$ cat src/rtl/ins_cache_ctrl.sv
// Single-block instruction cache: serves program-counter fetches from on-chip RAM
// and refills a whole ISA_DEPTH block from DDR whenever the PC leaves that block.
module ins_cache_ctrl #(
    parameter int ADDR_WIDTH_MEM  = 16,
    parameter int ISA_DEPTH       = 64,
    parameter int TOTAL_ISA_DEPTH = 128,
    parameter int DDR_ADDR_WIDTH  = 28,
    parameter int ISA_WIDTH       = 32,
    parameter logic [DDR_ADDR_WIDTH-1:0] DDR_BASE_ISA = '0
) (
    input  logic                      clk,
    input  logic                      rst,
    input  logic [ADDR_WIDTH_MEM-1:0] addr_ins,
    output logic [ISA_WIDTH-1:0]      ins_out,
    output logic                      ins_valid,
    output logic                      ins_cache_rdy,
    output logic [3:0]                st_cur_ins_cache,
    output logic [9:0]                load_times,
    output logic                      ddr_rd_req,
    output logic [DDR_ADDR_WIDTH-1:0] ddr_rd_addr,
    input  logic                      ddr_rd_ack,
    input  logic [ISA_WIDTH-1:0]      ddr_rd_data,
    input  logic                      ddr_rd_data_valid
);
    localparam int IDX_W = $clog2(ISA_DEPTH);
    localparam int BLK_W = ADDR_WIDTH_MEM - 1 - IDX_W;
    localparam int LT_W  = 10;

    typedef enum logic [3:0] {
        IDLE      = 4'd0,
        LOAD_REQ  = 4'd1,
        LOAD_DATA = 4'd2,
        SENT_INS  = 4'd3,
        FINISH    = 4'd4
    } state_t;

    state_t state_reg, state_next;

    logic [ISA_WIDTH-1:0]      ram [ISA_DEPTH];
    logic [IDX_W-1:0]          cnt_reg;
    logic [BLK_W-1:0]          blk_reg;
    logic [LT_W-1:0]           load_times_reg;
    logic [ADDR_WIDTH_MEM-1:0] addr_prev_reg;
    logic                      entry_reg;
    logic [ISA_WIDTH-1:0]      ins_out_reg;
    logic                      ins_valid_reg;
    logic [DDR_ADDR_WIDTH-1:0] ddr_rd_addr_reg;

    logic [BLK_W-1:0] blk_cur;
    logic [IDX_W-1:0] idx_cur;
    logic             jump_c, end_c, hit_c, miss_c;
    logic             last_word, fire, rdy_next;

    // Address classification, evaluated every cycle on the live PC address
    always_comb begin
        blk_cur = addr_ins[ADDR_WIDTH_MEM-2:IDX_W];
        idx_cur = addr_ins[IDX_W-1:0];
        jump_c  = addr_ins[ADDR_WIDTH_MEM-1];
        end_c   = !jump_c && (addr_ins >= ADDR_WIDTH_MEM'(TOTAL_ISA_DEPTH));
        hit_c   = !jump_c && !end_c && (load_times_reg != '0)
                  && (LT_W'(blk_cur) == load_times_reg - LT_W'(1));
        miss_c  = !jump_c && !end_c && !hit_c;
    end

    assign last_word = (state_reg == LOAD_DATA) && ddr_rd_data_valid
                       && (cnt_reg == IDX_W'(ISA_DEPTH - 1));

    // Fetch on block entry, or when the PC moves to another address inside the block
    assign fire = (state_reg == SENT_INS) && hit_c
                  && (entry_reg || (addr_ins != addr_prev_reg));

    always_comb begin
        state_next = state_reg;
        rdy_next   = 1'b0;
        case (state_reg)
            IDLE: begin
                if (hit_c)       state_next = SENT_INS;
                else if (miss_c) state_next = LOAD_REQ;
                else if (end_c)  state_next = FINISH;
            end
            LOAD_REQ: begin
                if (ddr_rd_ack) state_next = LOAD_DATA;
            end
            LOAD_DATA: begin
                if (last_word) state_next = SENT_INS;
            end
            SENT_INS: begin
                rdy_next = !miss_c;
                if (miss_c)     state_next = LOAD_REQ;
                else if (end_c) state_next = FINISH;
            end
            FINISH: begin
                rdy_next = 1'b1;
                if (hit_c)       state_next = SENT_INS;
                else if (miss_c) state_next = LOAD_REQ;
            end
            default: state_next = IDLE;
        endcase
    end

    always_ff @(posedge clk or negedge rst) begin
        if (!rst) begin
            state_reg       <= IDLE;
            cnt_reg         <= '0;
            blk_reg         <= '0;
            load_times_reg  <= '0;
            addr_prev_reg   <= '0;
            entry_reg       <= 1'b0;
            ins_out_reg     <= '0;
            ins_valid_reg   <= 1'b0;
            ddr_rd_addr_reg <= '0;
        end else begin
            state_reg     <= state_next;
            addr_prev_reg <= addr_ins;
            entry_reg     <= (state_next == SENT_INS) && (state_reg != SENT_INS);
            ins_valid_reg <= fire;
            if (fire)
                ins_out_reg <= ram[idx_cur];
            // Block index and burst address are frozen for the whole refill
            if ((state_next == LOAD_REQ) && (state_reg != LOAD_REQ)) begin
                blk_reg         <= blk_cur;
                ddr_rd_addr_reg <= DDR_BASE_ISA + (DDR_ADDR_WIDTH'(blk_cur) << (IDX_W + 3));
            end
            if ((state_reg == LOAD_DATA) && ddr_rd_data_valid)
                cnt_reg <= cnt_reg + IDX_W'(1);
            if (last_word)
                load_times_reg <= LT_W'(blk_reg) + LT_W'(1);
        end
    end

    // RAM contents survive reset; load_times alone marks them valid
    always_ff @(posedge clk) begin
        if ((state_reg == LOAD_DATA) && ddr_rd_data_valid)
            ram[cnt_reg] <= ddr_rd_data;
    end

    assign ins_out          = ins_out_reg;
    assign ins_valid        = ins_valid_reg;
    assign ins_cache_rdy    = rdy_next;
    assign st_cur_ins_cache = state_reg;
    assign load_times       = load_times_reg;
    assign ddr_rd_req       = (state_reg == LOAD_REQ);
    assign ddr_rd_addr      = ddr_rd_addr_reg;

endmodule
$ cat config.mk
export PLATFORM = sky130hd
export DESIGN_NAME = ins_cache_ctrl
export DESIGN_NICKNAME = d
export VERILOG_FILES = /design/src/rtl/ins_cache_ctrl.sv
export SDC_FILE = /design/constraint.sdc
export NUM_CORES = 2
export LEC_CHECK = 0
export BUFFER_PORTS_ARGS = -buffer_cell sky130_fd_sc_hd__buf_2
export CAP_MARGIN = 10
export CELL_PAD_IN_SITES_DETAIL_PLACEMENT = 1
export CELL_PAD_IN_SITES_GLOBAL_PLACEMENT = 2
export CORE_ASPECT_RATIO = 0.5
export CORE_UTILIZATION = 46
export DETAILED_ROUTE_END_ITERATION = 10
export PLACE_DENSITY = 0.72
export SLEW_MARGIN = 20
export SYNTH_ARGS = -nofsm -noshare
export SYNTH_HDL_FRONTEND = slang
export SYNTH_SLANG_ARGS = --single-unit
$ cat constraint.sdc
create_clock -name clk -period 3.2 [get_ports clk]
set_clock_uncertainty 0.2 [all_clocks]
set_input_delay 0.8 -clock clk [delete_from_list [all_inputs] [get_ports clk]]
set_output_delay 0.8 -clock clk [all_outputs]
set_load 0.005 [all_outputs]
==> run metrics <==
vias per cell 6.03; CP max stage cell dfrtp_2; Slew Viols, Final 0; Die Width around 600 um; Routed Antenna Nets 0; CTS Buf Count between 150 and 200; total track usage 23.2%; Top FF cell, synth edfxtp_1; Final Cycle Share 131%; Mean Syn Cell Area approximately 24 um2; later-pin clock latency in the skew report 0.82 ns; IO Pins approximately 130; register bit total from synthesis approximately 2100; DR pass1 iterations 5; Worst slew margin roughly 34%; CTS tree done; maximum clock frequency approximately 240 MHz; final global-route overflow total 0; Worst setup endpoint ins_cache_rdy; sequential power share a little under three fifths; Layout area overhead 17.2%; Leakage between 30 and 40 nW; Clock Power Share 39.7%; CP Launch Type register; Max rail drop VDD about 0.39 mV; hpwl dp roughly 120000 um; cells on worst reg2reg path 12; setup TNS -4.82 ns; WL per Instance 32.3 um; Final Util 54.6%; Crit path largest cell delay ~0.45 ns; crit-path leading delay family simple AND/OR/NAND/NOR gates; DRT iter0 DRCs between 4000 and 5000; Switching Share 20.7%; CP bufs+invs 2; worst slew pin tran 0.987 ns; routability cong. about 0.8; post-synth cell types 50; Multi-input gate area about 0.018 mm2; # DRC 0; leading area contributor after synthesis edfxtp_1; RSZ-0062 raised after global routing yes; NumNets Final approximately 4000; final setup violating endpoints 33; WP depth 10; Hold WS between 0.06 and 0.07 ns; share of the synthesized area in the top cell type between 70% and 80%; max reg flops between 2000 and 2500; post-layout minimum cycle time roughly 4.2 ns; Worst-path clk slew approximately 0.070 ns; H-tree depth 4; critical path class reg2out; synth warn 0; Die H 299 um; setup ws final -0.997 ns; number of global-route vias before repair 40300; deepest clock path buffer count 4; final hold vios 0; crit path cell chain inv_2, ha_4, nor3b_4, xor2_1, or3_1, a221o_1, or3_4, a21oi_2, a21o_1, buf_2; largest net degree at the start of global routing 65; Mapped Area 0.0814 mm2; Gate Count Post-Synth between 3000 and 4000; PortBufs between 100 and 150; Layout fillers 14800; DIE AREA 0.179 mm2; DR vias between 30000 and 40000; antenna violations before repair 15; Comb pwr share about 5.0%; Initial Util 46.6%; CTS root buffer clkbuf_16; Sw Pwr 11.4 mW; Critical Path Start load_times[1]; violated checks negative setup slack; number of core rows ~110; CTS Sinks 2127; Worst Path Max Fanout 4; Worst Hold Class in2reg; worst r2r src load_times[1]; layout cells sized above 1 a little under two fifths; register area share after synthesis approximately 80%; register area approximately 0.063 mm2; first-pass GRT wire length 293000 um; Setup crit end kind output port; Critical Path RT between 2 and 2.5 ns; Async SR Flop Fraction between 3 and 4%; Pwr per Cell Area around 580 mW/mm2; status finished, violations left; final WL just over 200000 um; number of synthesized flops with an enable pin ~2000; CP arrival 3.20 ns; core area 0.175 mm2; Critical R2R Capture ins_out[21]; max cap viols 0; flop-to-flop setup slack -0.14 ns; Synth area leaders edfxtp_1 (76%), mux4_2 (18%), dfrtp_1 (2.4%); P_int about 44 mW
==> worst min path at each step <==
stage / slack [ns] / cells past startpoint / from / end
floorplan: 0.30 / 0 / rst / addr_prev_reg[0]
global placement: 0.30 / 1 / ins_out[22] / ins_out[22]
detailed placement: 0.29 / 1 / ins_out[6] / ins_out[6]
CTS: 0.001 / 2 / addr_ins[7] / addr_prev_reg[7]
global route: 0.02 / 2 / addr_ins[8] / addr_prev_reg[8]
finish: 0.06 / 2 / addr_ins[7] / addr_prev_reg[7]
==> Yosys cell counts, drive strengths merged (3+ instances only) <==
| cell | instances |
|---|---|
| a21oi | 13 |
| a22oi | 65 |
| and2 | 3 |
| and3 | 5 |
| buf | 76 |
| clkbuf | 119 |
| dfrtp | 79 |
| edfxtp | 2048 |
| ha | 3 |
| inv | 5 |
| mux2 | 34 |
| mux4 | 640 |
| nand2 | 42 |
| nand3 | 15 |
| nand3b | 5 |
| nand4 | 8 |
| nand4b | 3 |
| nor2 | 88 |
| nor2b | 15 |
| nor3 | 6 |
| nor4 | 5 |
| o21ai | 7 |
| or3 | 5 |
| or3b | 4 |
| xnor2 | 26 |
| xor2 | 11 |
==> power by group through the flow <==
| stage | combinational (mW) | sequential, mW | clock, mW |
|---|---|---|---|
| after floorplan | 1.35 | 31.1 | 0 |
| after global placement | 2.66 | 31.1 | 0 |
| after detailed placement | 2.74 | 31.1 | 0 |
| after CTS | 2.75 | 30.5 | 22.2 |
| after global routing | 2.91 | 30.5 | 23.2 |
| final | 2.74 | 30.5 | 21.9 |
==> worst reg2reg max path, stage by stage (launching register included) <==
cell and delay (ns):
dfrtp_2 0.45, inv_2 0.10, ha_4 0.14, nor3b_4 0.24, xor2_1 0.12, or3_1 0.32
a221o_1 0.30, buf_4 0.15, buf_6 0.11, a2111oi_4 0.36, buf_12 0.23, buf_16 0.19
mux2_4 0.31
==> cells by family after synthesis <==
family | count (synthesis) | share of synthesized area, %
simple gates | 213 | 1.27
other cells | 1 | 0.00461
buf+inv | 200 | 1.04
compound gates | 96 | 0.889
fa+ha+maj | 3 | 0.0461
flops | 2127 | 78.0
xor+xnor | 37 | 0.398
mux | 676 | 18.3
==> layer usage <==
layer	GRT usage, %	share of wire (%)	vias to the layer above	routed length [um]
li1	-	-	15500	-
met1	34.3	43	21300	89300
met2	36.3	47	1549	97000
met3	5.01	8.2	233	17000
met4	4.71	1.7	2	3520
met5	0	0.0039	-	8
==> cells in the final DEF, fill, tap and decap left out, types with 20 or more instances in the layout <==
| cell type | instances |
|---|---|
| a22oi_1 | 65 |
| buf_12 | 132 |
| buf_2 | 100 |
| buf_4 | 270 |
| clkbuf_1 | 45 |
| clkbuf_16 | 196 |
| clkinv_1 | 36 |
| clkinv_2 | 38 |
| conb_1 | 20 |
| dfrtp_1 | 77 |
| edfxtp_1 | 2048 |
| mux2_4 | 32 |
| mux4_2 | 640 |
| nand2_1 | 42 |
| nor2_1 | 22 |
| nor2_4 | 65 |
| xnor2_1 | 26 |
==> what timing repair did <==
action	in CTS	in global routing
resized for setup	16	9
hold buffers	3	0
buffers inserted	8	6
endpoints found under the setup margin	31	41
hold endpoints to repair	31	0
gates cloned	3	1
pin swaps	7	4
==> cell type report <==
| type | count | area share (%) |
|---|---|---|
| clock buffers | 245 | 5.37 |
| diodes | 9 | 0.0236 |
| clock inverters | 93 | 0.709 |
| well taps | 2365 | 3.10 |
| multi-input cells | 1045 | 18.6 |
| flip-flops and latches | 2127 | 66.6 |
| repair buffers | 514 | 5.61 |
| inverters | 5 | 0.0197 |
==> through the flow <==
stage | setup WS, ns | total power [mW] | instance area [um2] | cells
2_1_floorplan | -0.420 | 32.5 | 81600 | 3372
3_3_place_gp | -0.590 | 33.8 | 89200 | 6039
3_5_place_dp | -0.530 | 33.9 | 89200 | 6039
4_1_cts | -1.08 | 55.5 | 95300 | 6390
5_1_grt | -1.15 | 56.6 | 95300 | 6398
6_report | -0.997 | 55.1 | 95300 | 6403
(Power assumes the default switching activity.)
